<file path="config.mk">
export PLATFORM = sky130hd
export DESIGN_NAME = prt_dptx_scrm
export DESIGN_NICKNAME = d
export VERILOG_FILES = /design/src/rtl/prt_dptx_scrm.sv
export SDC_FILE = /design/constraint.sdc
export NUM_CORES = 1
export LEC_CHECK = 0
export CORE_AREA = 2 2 105 107
export CTS_CLUSTER_SIZE = 24
export DETAILED_ROUTE_END_ITERATION = 8
export DIE_AREA = 0 0 107 109
export HOLD_SLACK_MARGIN = 0.05
export PLACE_DENSITY = 0.78
export SLEW_MARGIN = 30
export SYNTH_ARGS = -nofsm -noshare
export SYNTH_HDL_FRONTEND = slang
export SYNTH_SLANG_ARGS = --single-unit
</file>
<file path="constraint.sdc">
create_clock -name CLK_IN -period 3.44 [get_ports CLK_IN]
set_input_delay 0.86 -clock CLK_IN [delete_from_list [all_inputs] [get_ports CLK_IN]]
set_output_delay 0.86 -clock CLK_IN [all_outputs]
set_load 0.05 [all_outputs]
</file>
<file path="src/rtl/prt_dptx_scrm.sv">
// DisplayPort TX scrambler with SR handling, one registered stage.
// Define PRT_DPTX_SCRM_SR_INS_EN to replace every 512th BS with SR.
module prt_dptx_scrm #(
  parameter int P_LANES = 4,
  parameter int P_SPL   = 2
) (
  input  logic                       RST_IN,
  input  logic                       CLK_IN,
  input  logic                       CTL_SCRM_EN_IN,
  input  logic                       CTL_LANES_IN,
  input  logic [P_LANES*P_SPL*8-1:0] LNK_DAT_IN,
  input  logic [P_LANES*P_SPL-1:0]   LNK_K_IN,
  input  logic                       LNK_VLD_IN,
  output logic [P_LANES*P_SPL*8-1:0] LNK_DAT_OUT,
  output logic [P_LANES*P_SPL-1:0]   LNK_K_OUT,
  output logic                       LNK_VLD_OUT
);
  localparam int NS = P_LANES * P_SPL;
  localparam logic [7:0] SYM_BS = 8'hBC;
  localparam logic [7:0] SYM_SR = 8'h1C;
  localparam logic [15:0] SEED = 16'hFFFF;

  logic [15:0]     lfsr_q, lfsr_d;
  logic [NS*8-1:0] dat_d;
  logic [NS-1:0]   k_d;
`ifdef PRT_DPTX_SCRM_SR_INS_EN
  logic [8:0]      cnt_q, cnt_d;
`endif

  // Returns {keystream byte, LFSR after 8 steps}.
  function automatic logic [23:0] scr8(input logic [15:0] l);
    logic [7:0]  ks;
    logic [15:0] v;
    v = l;
    for (int i = 0; i < 8; i++) begin
      ks[i] = v[15];
      v = {v[14:0], 1'b0} ^ (v[15] ? 16'h0039 : 16'h0000);
    end
    return {ks, v};
  endfunction

  always_comb begin : comb
    logic [7:0]  d0;
    logic        k0;
    logic        sr;
    logic [23:0] ks;
    int          idx;
    lfsr_d = lfsr_q;
    dat_d  = LNK_DAT_IN;
    k_d    = LNK_K_IN;
    d0     = '0;
    k0     = 1'b0;
    sr     = 1'b0;
    ks     = '0;
    idx    = 0;
`ifdef PRT_DPTX_SCRM_SR_INS_EN
    cnt_d  = cnt_q;
`endif
    if (CTL_SCRM_EN_IN) begin
      // Lane 0 decides slot type; keystream chains slot to slot.
      for (int s = 0; s < P_SPL; s++) begin
        d0 = LNK_DAT_IN[s*8 +: 8];
        k0 = LNK_K_IN[s];
        sr = k0 && (d0 == SYM_SR);
        ks = scr8(lfsr_d);
`ifdef PRT_DPTX_SCRM_SR_INS_EN
        if (k0 && (d0 == SYM_BS)) begin
          if (cnt_d == 9'd0) sr = 1'b1;
          cnt_d = cnt_d + 9'd1;
        end
`endif
        for (int l = 0; l < P_LANES; l++) begin
          idx = l * P_SPL + s;
          if (sr) begin
            dat_d[idx*8 +: 8] = SYM_SR;
            k_d[idx]          = 1'b1;
          end else if (!LNK_K_IN[idx]) begin
            dat_d[idx*8 +: 8] = LNK_DAT_IN[idx*8 +: 8] ^ ks[23:16];
          end
        end
        lfsr_d = sr ? SEED : ks[15:0];
      end
      if (!LNK_VLD_IN) begin
        lfsr_d = lfsr_q;
`ifdef PRT_DPTX_SCRM_SR_INS_EN
        cnt_d  = cnt_q;
`endif
      end
    end else begin
      lfsr_d = SEED;
`ifdef PRT_DPTX_SCRM_SR_INS_EN
      cnt_d  = 9'd0;
`endif
    end
    if (!CTL_LANES_IN) begin
      for (int l = 2; l < P_LANES; l++) begin
        for (int s = 0; s < P_SPL; s++) begin
          idx = l * P_SPL + s;
          dat_d[idx*8 +: 8] = 8'h00;
          k_d[idx]          = 1'b0;
        end
      end
    end
  end

  always_ff @(posedge CLK_IN or posedge RST_IN) begin
    if (RST_IN) begin
      lfsr_q      <= SEED;
      LNK_DAT_OUT <= '0;
      LNK_K_OUT   <= '0;
      LNK_VLD_OUT <= 1'b0;
    end else begin
      lfsr_q      <= lfsr_d;
      LNK_DAT_OUT <= dat_d;
      LNK_K_OUT   <= k_d;
      LNK_VLD_OUT <= LNK_VLD_IN;
    end
  end

`ifdef PRT_DPTX_SCRM_SR_INS_EN
  always_ff @(posedge CLK_IN or posedge RST_IN) begin
    if (RST_IN) cnt_q <= 9'd0;
    else        cnt_q <= cnt_d;
  end
`endif

endmodule

</file>
# --- Word-level counts from Yosys, hierarchy flattened ---
# Cells that the tools add are included.
totals:
  latchBits: 0
  mem_count: 0
  out_inout_bits: 73
  mem_bits_rw: 0
  wordCells: 81
  reg_bits: 89
  romBits: 0
  input_bits: 77
classes:
  n_eq_ne: 3
  shift: 0
  bitwise: 24
  n_addsub: 0
  div_mod_pow: 0
  reduce_logical: 2
  order_cmp: 0
  mul: 0
  mux: 48
ops:
  columns: ["cell", "count"]
  rows:
  - ["bitwise XOR 16 x 6 -> 16 bit", 16]
  - ["2-to-1 mux 8 bit", 17]
  - ["2-to-1 mux 6 bit", 16]
  - ["2-to-1 mux 16 bit", 4]
  - ["2-to-1 mux 64 bit", 1]
  - ["bitwise XOR 8 bit", 8]
  - ["2-to-1 mux 32 bit", 1]
  - ["== test 8 x 5 -> 1 bit, second input constant", 2]
  - ["2-to-1 mux 1 bit", 8]
  - ["2-to-1 mux 4 bit", 1]
  - ["logical AND 1 bit", 2]
  - ["inequality test 2 x 1 -> 1 bit, second input constant", 1]

# --- Depth between registers and ports, before layout ---
# Gate-level depths: netlist of the first run.
logic_depth:
  word_depth: 36
  depth_mapped: 8
  mapped_depth_nobuf: 5

# --- Worst setup path before layout of the first run ---
# OpenSTA, ideal clock, no wires.
synth_timing:
  kind: "input to register"
  startpoint: "in LNK_DAT_IN[14]"
  endpoint: "reg LNK_DAT_OUT[40]"
  path_slack_ns: 1.202
  n_path_buf: 1
  t_required_ns: 3.318
  setup_ns: 0.122
  arrival_ns: 2.116
  path_stages: 6
  cell_sequence: "or4b_4 > nor3_1 > nand2_1 > buf_2 > nand2_2 > nor2_1"
synth_via:
  elab_chain_len: 5
synth_lines:
  columns: ["item", "line_no", "source"]
  rows:
  - ["from (decl)", "11", "input logic [P_LANES*P_SPL*8-1:0] LNK_DAT_IN,"]
  - ["== test 8 x 5 -> 1 bit", "64", "sr = k0 && (d0 == SYM_SR);"]
  - ["logical AND 1 bit", "64", null]
  - ["2-to-1 mux 8 bit", "74", "if (sr) begin"]
  - ["2-to-1 mux 64 bit", "59", "if (CTL_SCRM_EN_IN) begin"]
  - ["2-to-1 mux 32 bit", "95", "if (!CTL_LANES_IN) begin"]
  - ["net dat_d[40]", "24", "logic [NS*8-1:0] dat_d;"]
  - ["to (signal assigned)", "114", "LNK_DAT_OUT <= dat_d;"]
  - ["to (decl)", "14", "output logic [P_LANES*P_SPL*8-1:0] LNK_DAT_OUT,"]
# The timed path passes the listed nets, and every way through them passes these cells.
# A chain may end at the register's enable or synchronous reset.

# --- Worst setup path after layout of the first run ---
layout_timing:
  startpoint: "in LNK_K_IN[1]"
  endpoint: "reg LNK_DAT_OUT[61]"
layout_via:
  elab_chain_len: 4
layout_lines:
  columns: ["item", "line_no", "source"]
  rows:
  - ["from (decl)", "12", "input logic [P_LANES*P_SPL-1:0] LNK_K_IN,"]
  - ["logical AND 1 bit", "64", null]
  - ["2-to-1 mux 8 bit", "74", null]
  - ["2-to-1 mux 64 bit", "59", null]
  - ["2-to-1 mux 32 bit", "95", null]
  - ["net dat_d[61]", "24", null]
# The timed path passes the listed nets, and every way through them passes these cells.

==> results of run 1 <==
[sequential cells by signal (all words and copies together) (netlist names)]
name	flops
lfsr_q	16
LNK_DAT_OUT	64
LNK_K_OUT	8
LNK_VLD_OUT	1
[synth_stat cells, types with 2 or more instances]
cell type	number
sky130_fd_sc_hd__and3_1	2
sky130_fd_sc_hd__buf_1	3
sky130_fd_sc_hd__a21o_1	2
sky130_fd_sc_hd__nor2_1	31
sky130_fd_sc_hd__and2_1	5
sky130_fd_sc_hd__dfstp_2	16
sky130_fd_sc_hd__nand2b_1	7
sky130_fd_sc_hd__o31ai_1	2
sky130_fd_sc_hd__a2bb2oi_1	3
sky130_fd_sc_hd__buf_4	2
sky130_fd_sc_hd__nand3b_1	11
sky130_fd_sc_hd__a21boi_0	6
sky130_fd_sc_hd__clkbuf_1	21
sky130_fd_sc_hd__o21ai_1	2
sky130_fd_sc_hd__xor2_1	17
sky130_fd_sc_hd__buf_2	6
sky130_fd_sc_hd__o21ai_0	35
sky130_fd_sc_hd__buf_6	2
sky130_fd_sc_hd__inv_1	15
sky130_fd_sc_hd__nor2b_1	20
sky130_fd_sc_hd__nand2_1	14
sky130_fd_sc_hd__or3_2	2
sky130_fd_sc_hd__xnor2_1	52
sky130_fd_sc_hd__a211oi_1	2
sky130_fd_sc_hd__a21oi_1	56
sky130_fd_sc_hd__o21a_1	14
sky130_fd_sc_hd__a31oi_1	9
sky130_fd_sc_hd__dfrtp_1	73
sky130_fd_sc_hd__o22a_1	5
sky130_fd_sc_hd__o221a_2	6
sky130_fd_sc_hd__nor3_1	6
[power by group through the flow]
stage               Sequential, W  Clock (W)  Combinational (W)
CTS                       0.00156   0.000863            0.00238
floorplan                 0.00201          0            0.00121
detailed placement        0.00158          0            0.00236
global placement          0.00158          0            0.00232
finish                    0.00156   0.000855            0.00238
global route              0.00159   0.000918            0.00253
[kinds of logic after synthesis]
group,Yosys count
flops,89
compound gates,144
simple gates,105
xor+xnor,72
buf+inv,51
[layout make-up]
| type | instances | share of cell area, % |
|---|---|---|
| Multi-Input combinational cell | 321 | 33.2 |
| Clock buffer | 11 | 2.04 |
| Sequential cell | 89 | 34.9 |
| Inverter | 16 | 0.952 |
| Clock inverter | 5 | 1.61 |
| Tap cell | 140 | 2.72 |
| Timing Repair Buffer | 160 | 24.6 |
[critical path, delay by kind of cell]
kind | cells | cell delay [ps]
and+or+nand+nor | 5 | 1590
buffers and inverters | 1 | 520
[worst paths after layout]
check,depth (start not counted),startpoint,endpoint,slack [ps]
hold / removal,2,lfsr_q[0],lfsr_q[0],530
min in group asynchronous,2,RST_IN,LNK_DAT_OUT[6],870
hold reg to reg,2,lfsr_q[0],lfsr_q[0],530
setup reg to reg,5,lfsr_q[11],LNK_DAT_OUT[15],1430
setup / recovery,6,LNK_K_IN[1],LNK_DAT_OUT[61],710
max in group asynchronous,3,RST_IN,lfsr_q[15],1900
[metrics by stage]
stage	total power, W	cell area, um^2	util (%)	setup slack [ps]	hold WS [ps]
after floorplan	0.00322	4620	-	300	489
final	0.00480	6440	60.8	708	527
after CTS	0.00480	6450	60.8	724	523
after global routing	0.00504	6440	60.8	552	559
after global placement	0.00390	6210	58.6	432	511
after detailed placement	0.00394	6210	58.6	342	506
[per-layer routing]
| layer | part of all wire (%) | track usage, % | wire (um) | up-vias |
|---|---|---|---|---|
| met5 | 0 | 0 | 0 | - |
| met4 | 2.8 | 11.0 | 369 | 0 |
| met3 | 5.3 | 4.42 | 685 | 33 |
| met2 | 52 | 38.4 | 6680 | 136 |
| met1 | 40 | 27.6 | 5220 | 1985 |
| li1 | - | - | - | 1832 |
==> run summary, run 1 <==
Net switching share of the total power: 41.9%
Diode count: 0
Clock-pin slew of the registers on the worst-case setup and hold paths: 90 ps
Placeable Area: 10600 um^2
Number of nets in the finished design: 674
Synthesized instance count: 461
Cell at the root of the clock tree: sky130_fd_sc_hd__clkbuf_8
Outcome: completed
Max cap viols: 0
Leading cell type in the layout, fill and taps excluded: sky130_fd_sc_hd__clkdlybuf4s50_1
Data arrival, critical path: 2980 ps
Dominant synthesized flop cell: sky130_fd_sc_hd__dfrtp_1
Unrepaired setup endpoints after global routing: false
Placed Cells: 726
Number of different library cells in the post-synthesis netlist: 45
Number of cells upsized or downsized after cts: 0
Number of CTS-inserted buffers: 9
Crit Path Category: primary input to register
Net switching power: 0.00201 W
Pin count of the biggest net entering global routing: 42
Vias in the first global route: 3999
#FFs+latches synth: 89
Final min period: 2730 ps
Post-Route WL: 13.0 mm
Setup violators final: 0
Number of core rows: 38
Worst-Skew Late Latency: 370 ps
# IOs: 150
Worst Clk Skew: 12.4 ps
Area fraction in compound gates after synthesis: 19.4%
Chip width: 107 um
Number of antenna violations at the first check in global routing: 0
Number of buffers added to fix hold violations after cts: 0
Sequential area share after synthesis: 48.6%
Buffer levels on the longest clock path: 2
WL per Instance: 17.5 um
Post-route non-filler standard cell count: 742
HP Class: register to register
Cells taking the most area after synthesis: sky130_fd_sc_hd__dfrtp_1, sky130_fd_sc_hd__xnor2_1, sky130_fd_sc_hd__dfstp_2, sky130_fd_sc_hd__a21oi_1, sky130_fd_sc_hd__o21ai_0
Area growth from synthesis to final layout: 39.4%
Avg Cell Area, Syn: 10.0 um^2
Simple-gate portion of the synthesized area: 12.4%
Peak ir drop on the vdd network: 0.000324 V
Area occupied by registers: 2250 um^2
Violation count after the first detailed-route iteration: 286
Number of nets with antenna violations after detailed routing: 0
Critical path's slowest cell: sky130_fd_sc_hd__clkdlybuf4s50_1
Synth Cell Area: 4620 um^2
Highest clock frequency the design can meet: 0.366 GHz
Wire length of the first global-routing pass: 20.2 mm
Startpoint class of the critical path: primary input
Initial core utilization: 43.6%
Endpoint type of the worst setup path: register
Number of clock sinks: 89
Clock share of power: 17.8%
Pins over their slew limit: 0
Fraction of final layout cells sized beyond drive strength 1: 9.97%
Total die area: 11700 um^2
Combinational share of power: 49.6%
Required time worst endpoint: 3690 ps
Setup Buffers After CTS: 0
Total negative setup slack: 0 ps
Main combinational cell family by area after synthesis: compound AO/OA/AOI/OAI gates
Vertical extent of the die: 109 um
Placer congestion estimate: 0.824
Adder and majority cell fraction of the synthesized area: 0%
DRC violations left: 0
Internal power summed over all cells: 0.00279 W
Number of warnings printed during yosys synthesis: 0
CP peak stage delay: 520 ps
H-tree Lvls: 3
Worst-case headroom to the max-slew limit: 47.3%
Leading cell types in the layout, fill and taps excluded: sky130_fd_sc_hd__clkdlybuf4s50_1, sky130_fd_sc_hd__dfrtp_1, sky130_fd_sc_hd__a21oi_1
Overflow after GRT: 0
LEAKAGE: 2.62 nW
Net count after synthesis: 538
Number of enable flip-flop cells after synthesis: 0
I/O Buffers: 149
Fillers: 859
Area leader, netlist: sky130_fd_sc_hd__dfrtp_1
Multi-input gate area in the final layout: 2140 um^2
Vias: 3986
Fin crit share: 79.4%
Fraction of registers with async set/reset: 100%
Sequential cell fraction of total power: 32.5%
Worst Max-Slew Pin Slew: 791 ps
Count of TritonRoute iterations in the first routing pass: 5
HPWL after detailed placement: 9.64 mm
Yosys top cell area share: 39.5%
Critical path, cell by cell: clkdlybuf4s50_1 > or4b_4 > nor3_1 > nand2_1 > nand2_2 > nor2_1
Global Route Usage Sum: 22.6%
Detail-routed via count per cell: 5.37
Clock tree from TritonCTS: yes
Synthesized-area fraction occupied by xor and xnor cells: 14.5%
Crit-path max FO: 11
Power density over the cells: 744 nW/um^2
Final count of hold timing violations: 0
Mux share of post-synthesis cell area: 0%
Note: power is estimated with default switching activity, not from simulation.
==> inputs of run 2 (changes only) <==
==> constraint.sdc (replaced) <==
create_clock -name CLK_IN -period 2.61 [get_ports CLK_IN]
set_input_delay 0.6525 -clock CLK_IN [delete_from_list [all_inputs] [get_ports CLK_IN]]
set_output_delay 0.6525 -clock CLK_IN [all_outputs]
set_load 0.05 [all_outputs]
==> run 2 against run 1 <==
Final cell count grew 1.5%. Critical path depth unchanged. Clock skew is 5.1 ps lower. First-iteration DRC count up 18%. Register-to-register slack got worse by 840 ps. Clock-buffer cell count rose by 2. Flip-flop and latch count is the same. Core utilization grew 0.65 points. Largest cell class unchanged. Largest power group unchanged. Highest routed layer unchanged.
==> run summary, run 2 (synthesized netlist as in run 1, its figures left out) <==
Setup violators final: 0 (unchanged)
Worst Max-Slew Pin Slew: 639 ps (-152 ps)
H-tree Lvls: 3 (unchanged)
Data arrival, critical path: 2590 ps (-390 ps)
Number of antenna violations at the first check in global routing: 0 (unchanged)
Fin crit share: 88.8%
Worst slack at placement: -69.4 ps (-411 ps)
Setup slack of the worst register-to-register path: 590 ps (-840 ps)
Final count of hold timing violations: 0 (unchanged)
Cell at the root of the clock tree: sky130_fd_sc_hd__clkbuf_8
Post-route cell area: 6510 um^2 (+1.1%)
Worst reg2reg path endpoint: LNK_DAT_OUT[31]
Vias: 3968 (-0.45%)
Busiest layer in global routing: met2
# IOs: 150 (unchanged)
Wire length of the first global-routing pass: 20.7 mm (+2.5%)
Clock tree from TritonCTS: yes
WL per Instance: 17.6 um (+0.86%)
LEAKAGE: 2.65 nW (+1.4%)
Worst Clk Skew: 7.28 ps (-5.08 ps)
Number of buffers added to fix hold violations after cts: 0 (unchanged)
Global Route Usage Sum: 23.2% (+0.62 points)
Pins over their slew limit: 0 (unchanged)
Setup crit end: LNK_DAT_OUT[58]
Fillers: 864 (+0.58%)
Worst-case headroom to the max-slew limit: 57.3% (+10 points)
Area growth from synthesis to final layout: 40.9%
Leading cell types in the layout, fill and taps excluded: sky130_fd_sc_hd__clkdlybuf4s50_1, sky130_fd_sc_hd__dfrtp_1, sky130_fd_sc_hd__a21oi_1
Critical Path Start: LNK_DAT_IN[14]
Setup Buffers After CTS: 0 (unchanged)
Total die area: 11700 um^2 (unchanged)
Outcome: completed
Vertical extent of the die: 109 um (unchanged)
Total cell area at the placement stage: 6320 um^2 (+1.8%)
HPWL after detailed placement: 9.84 mm (+2.1%)
Clock-pin slew of the registers on the worst-case setup and hold paths: 80 ps (about the same)
Final min period: 2320 ps
Reg2Reg Launch Point: lfsr_q[11]
Crit-path max FO: 8 (-3)
Unrepaired setup endpoints after global routing: false
Detail-routed via count per cell: 5.27 (-1.9%)
Leading cell type in the layout, fill and taps excluded: sky130_fd_sc_hd__clkdlybuf4s50_1
Number of CTS-inserted buffers: 9 (unchanged)
Total negative setup slack: 0 ps (unchanged)
Fraction of final layout cells sized beyond drive strength 1: 11.3% (+1.3 points)
Power density over the cells: 948 nW/um^2 (+27%)
Endpoint type of the worst setup path: register
I/O Buffers: 149 (unchanged)
Stages on the worst setup path: 6 (unchanged)
Post-Route WL: 13.3 mm (+2.4%)
Violation count after the first detailed-route iteration: 337 (+18%)
Max cap viols: 0 (unchanged)
Critical path's slowest cell: sky130_fd_sc_hd__or4b_4
DRC violations left: 0 (unchanged)
Critical path buffers and inverters: 2 (+1)
Number of clock sinks: 89 (unchanged)
Number of core rows: 38 (unchanged)
Critical path, cell by cell: clkdlybuf4s50_1 > or4b_4 > nor3_1 > nand2_1 > buf_4 > a21boi_0
Count of TritonRoute iterations in the first routing pass: 7 (+2)
Required time worst endpoint: 2880 ps (-810 ps)
Number of nets with antenna violations after detailed routing: 0 (unchanged)
Overall Power: 0.00617 W (+29%)
Worst-Skew Late Latency: 360 ps (about the same)
Overflow after GRT: 0 (unchanged)
Chip width: 107 um (unchanged)
Number of nets in the finished design: 685 (+1.6%)
Initial core utilization: 43.6% (unchanged)
Placed Cells: 737 (+1.5%)
Largest registers: LNK_DAT_OUT (64), lfsr_q (16), LNK_K_OUT (8)
Diode count: 0 (unchanged)
Crit-path leading delay family: simple AND/OR/NAND/NOR gates
Vias in the first global route: 4050 (+1.3%)
Pin count of the biggest net entering global routing: 47 (+12%)
Highest clock frequency the design can meet: 0.431 GHz
Buffer levels on the longest clock path: 2 (unchanged)
HP Class: register to register
Placeable Area: 10600 um^2 (unchanged)
R2R depth: 5 (unchanged)
Register with the most flip-flops: LNK_DAT_OUT
Met1 capacity usage during global routing: 28.5% (+0.93 points)
Post-route non-filler standard cell count: 753 (+1.5%)
Flip-flop count of the largest register, all copies and words added: 64 (unchanged)
Met2 track demand over resource in global routing: 41.7% (+3.4 points)
Peak ir drop on the vdd network: 0.000417 V (+29%)
GRT met3 Usage: 3.83% (-0.60 points)
CP peak stage delay: 580 ps (+60 ps)
Number of cells upsized or downsized after cts: 0 (unchanged)
Crit Path Category: primary input to register
Placer congestion estimate: 0.830 (+0.78%)
Startpoint class of the critical path: primary input
Final worst slack: 292 ps (-416 ps)
==> run 2: changes by cell type in the layout (fill, tap and decap cells not counted), sizes merged <==
cell,change
bufinv,-2
clkinv,-1
buf,+10
clkinvlp,+1
clkbuf,+2
clkdlybuf4s50,+1
==> run 2: how the worst min path moves through the flow <==
stage	cells past startpoint	end	from
finish	2	lfsr_q[0]	lfsr_q[0]
global route	2	lfsr_q[0]	lfsr_q[0]
CTS	2	lfsr_q[0]	lfsr_q[0]
detailed placement	2	lfsr_q[0]	lfsr_q[0]
global placement	2	lfsr_q[0]	lfsr_q[0]
floorplan	2	lfsr_q[0]	lfsr_q[0]
==> run 2: final cells by class <==
| cell class | instances | area, um^2 | area share [%] |
|---|---|---|---|
| Clock buffer | 13 | 149 | 2.29 |
| Clock inverter | 3 | 40.0 | 0.615 |
| Inverter | 16 | 63.8 | 0.980 |
| Multi-Input combinational cell | 321 | 2140 | 32.9 |
| Sequential cell | 89 | 2250 | 34.5 |
| Tap cell | 140 | 175 | 2.69 |
| Timing Repair Buffer | 171 | 1690 | 26.0 |
==> run 2: metrics by stage <==
stage / utilization (%) / hold slack, ps
after floorplan: - / 489
after global placement: 59.6 / 511
after detailed placement: 59.6 / 510
after CTS: 61.4 / 525
after global routing: 61.4 / 547
final: 61.4 / 526
==> run 2: report_power, final <==
part	internal (W)	switching [W]
Clock	0.000467	0.000464
Sequential	0.00175	0.000325
Combinational	0.00130	0.00186
Total	0.00352	0.00265
==> run 2: worst min-delay path: stages (launching register included) <==
cell and delay, ps:
sky130_fd_sc_hd__dfstp_2 380, sky130_fd_sc_hd__nor2_1 100, sky130_fd_sc_hd__a21oi_1 50
==> run 2: metal layers <==
| metal | vias up | wire (um) |
|---|---|---|
| met5 | - | 0 |
| met4 | 0 | 268 |
| met3 | 28 | 618 |
| met2 | 160 | 6990 |
| met1 | 1926 | 5380 |
| li1 | 1854 | - |
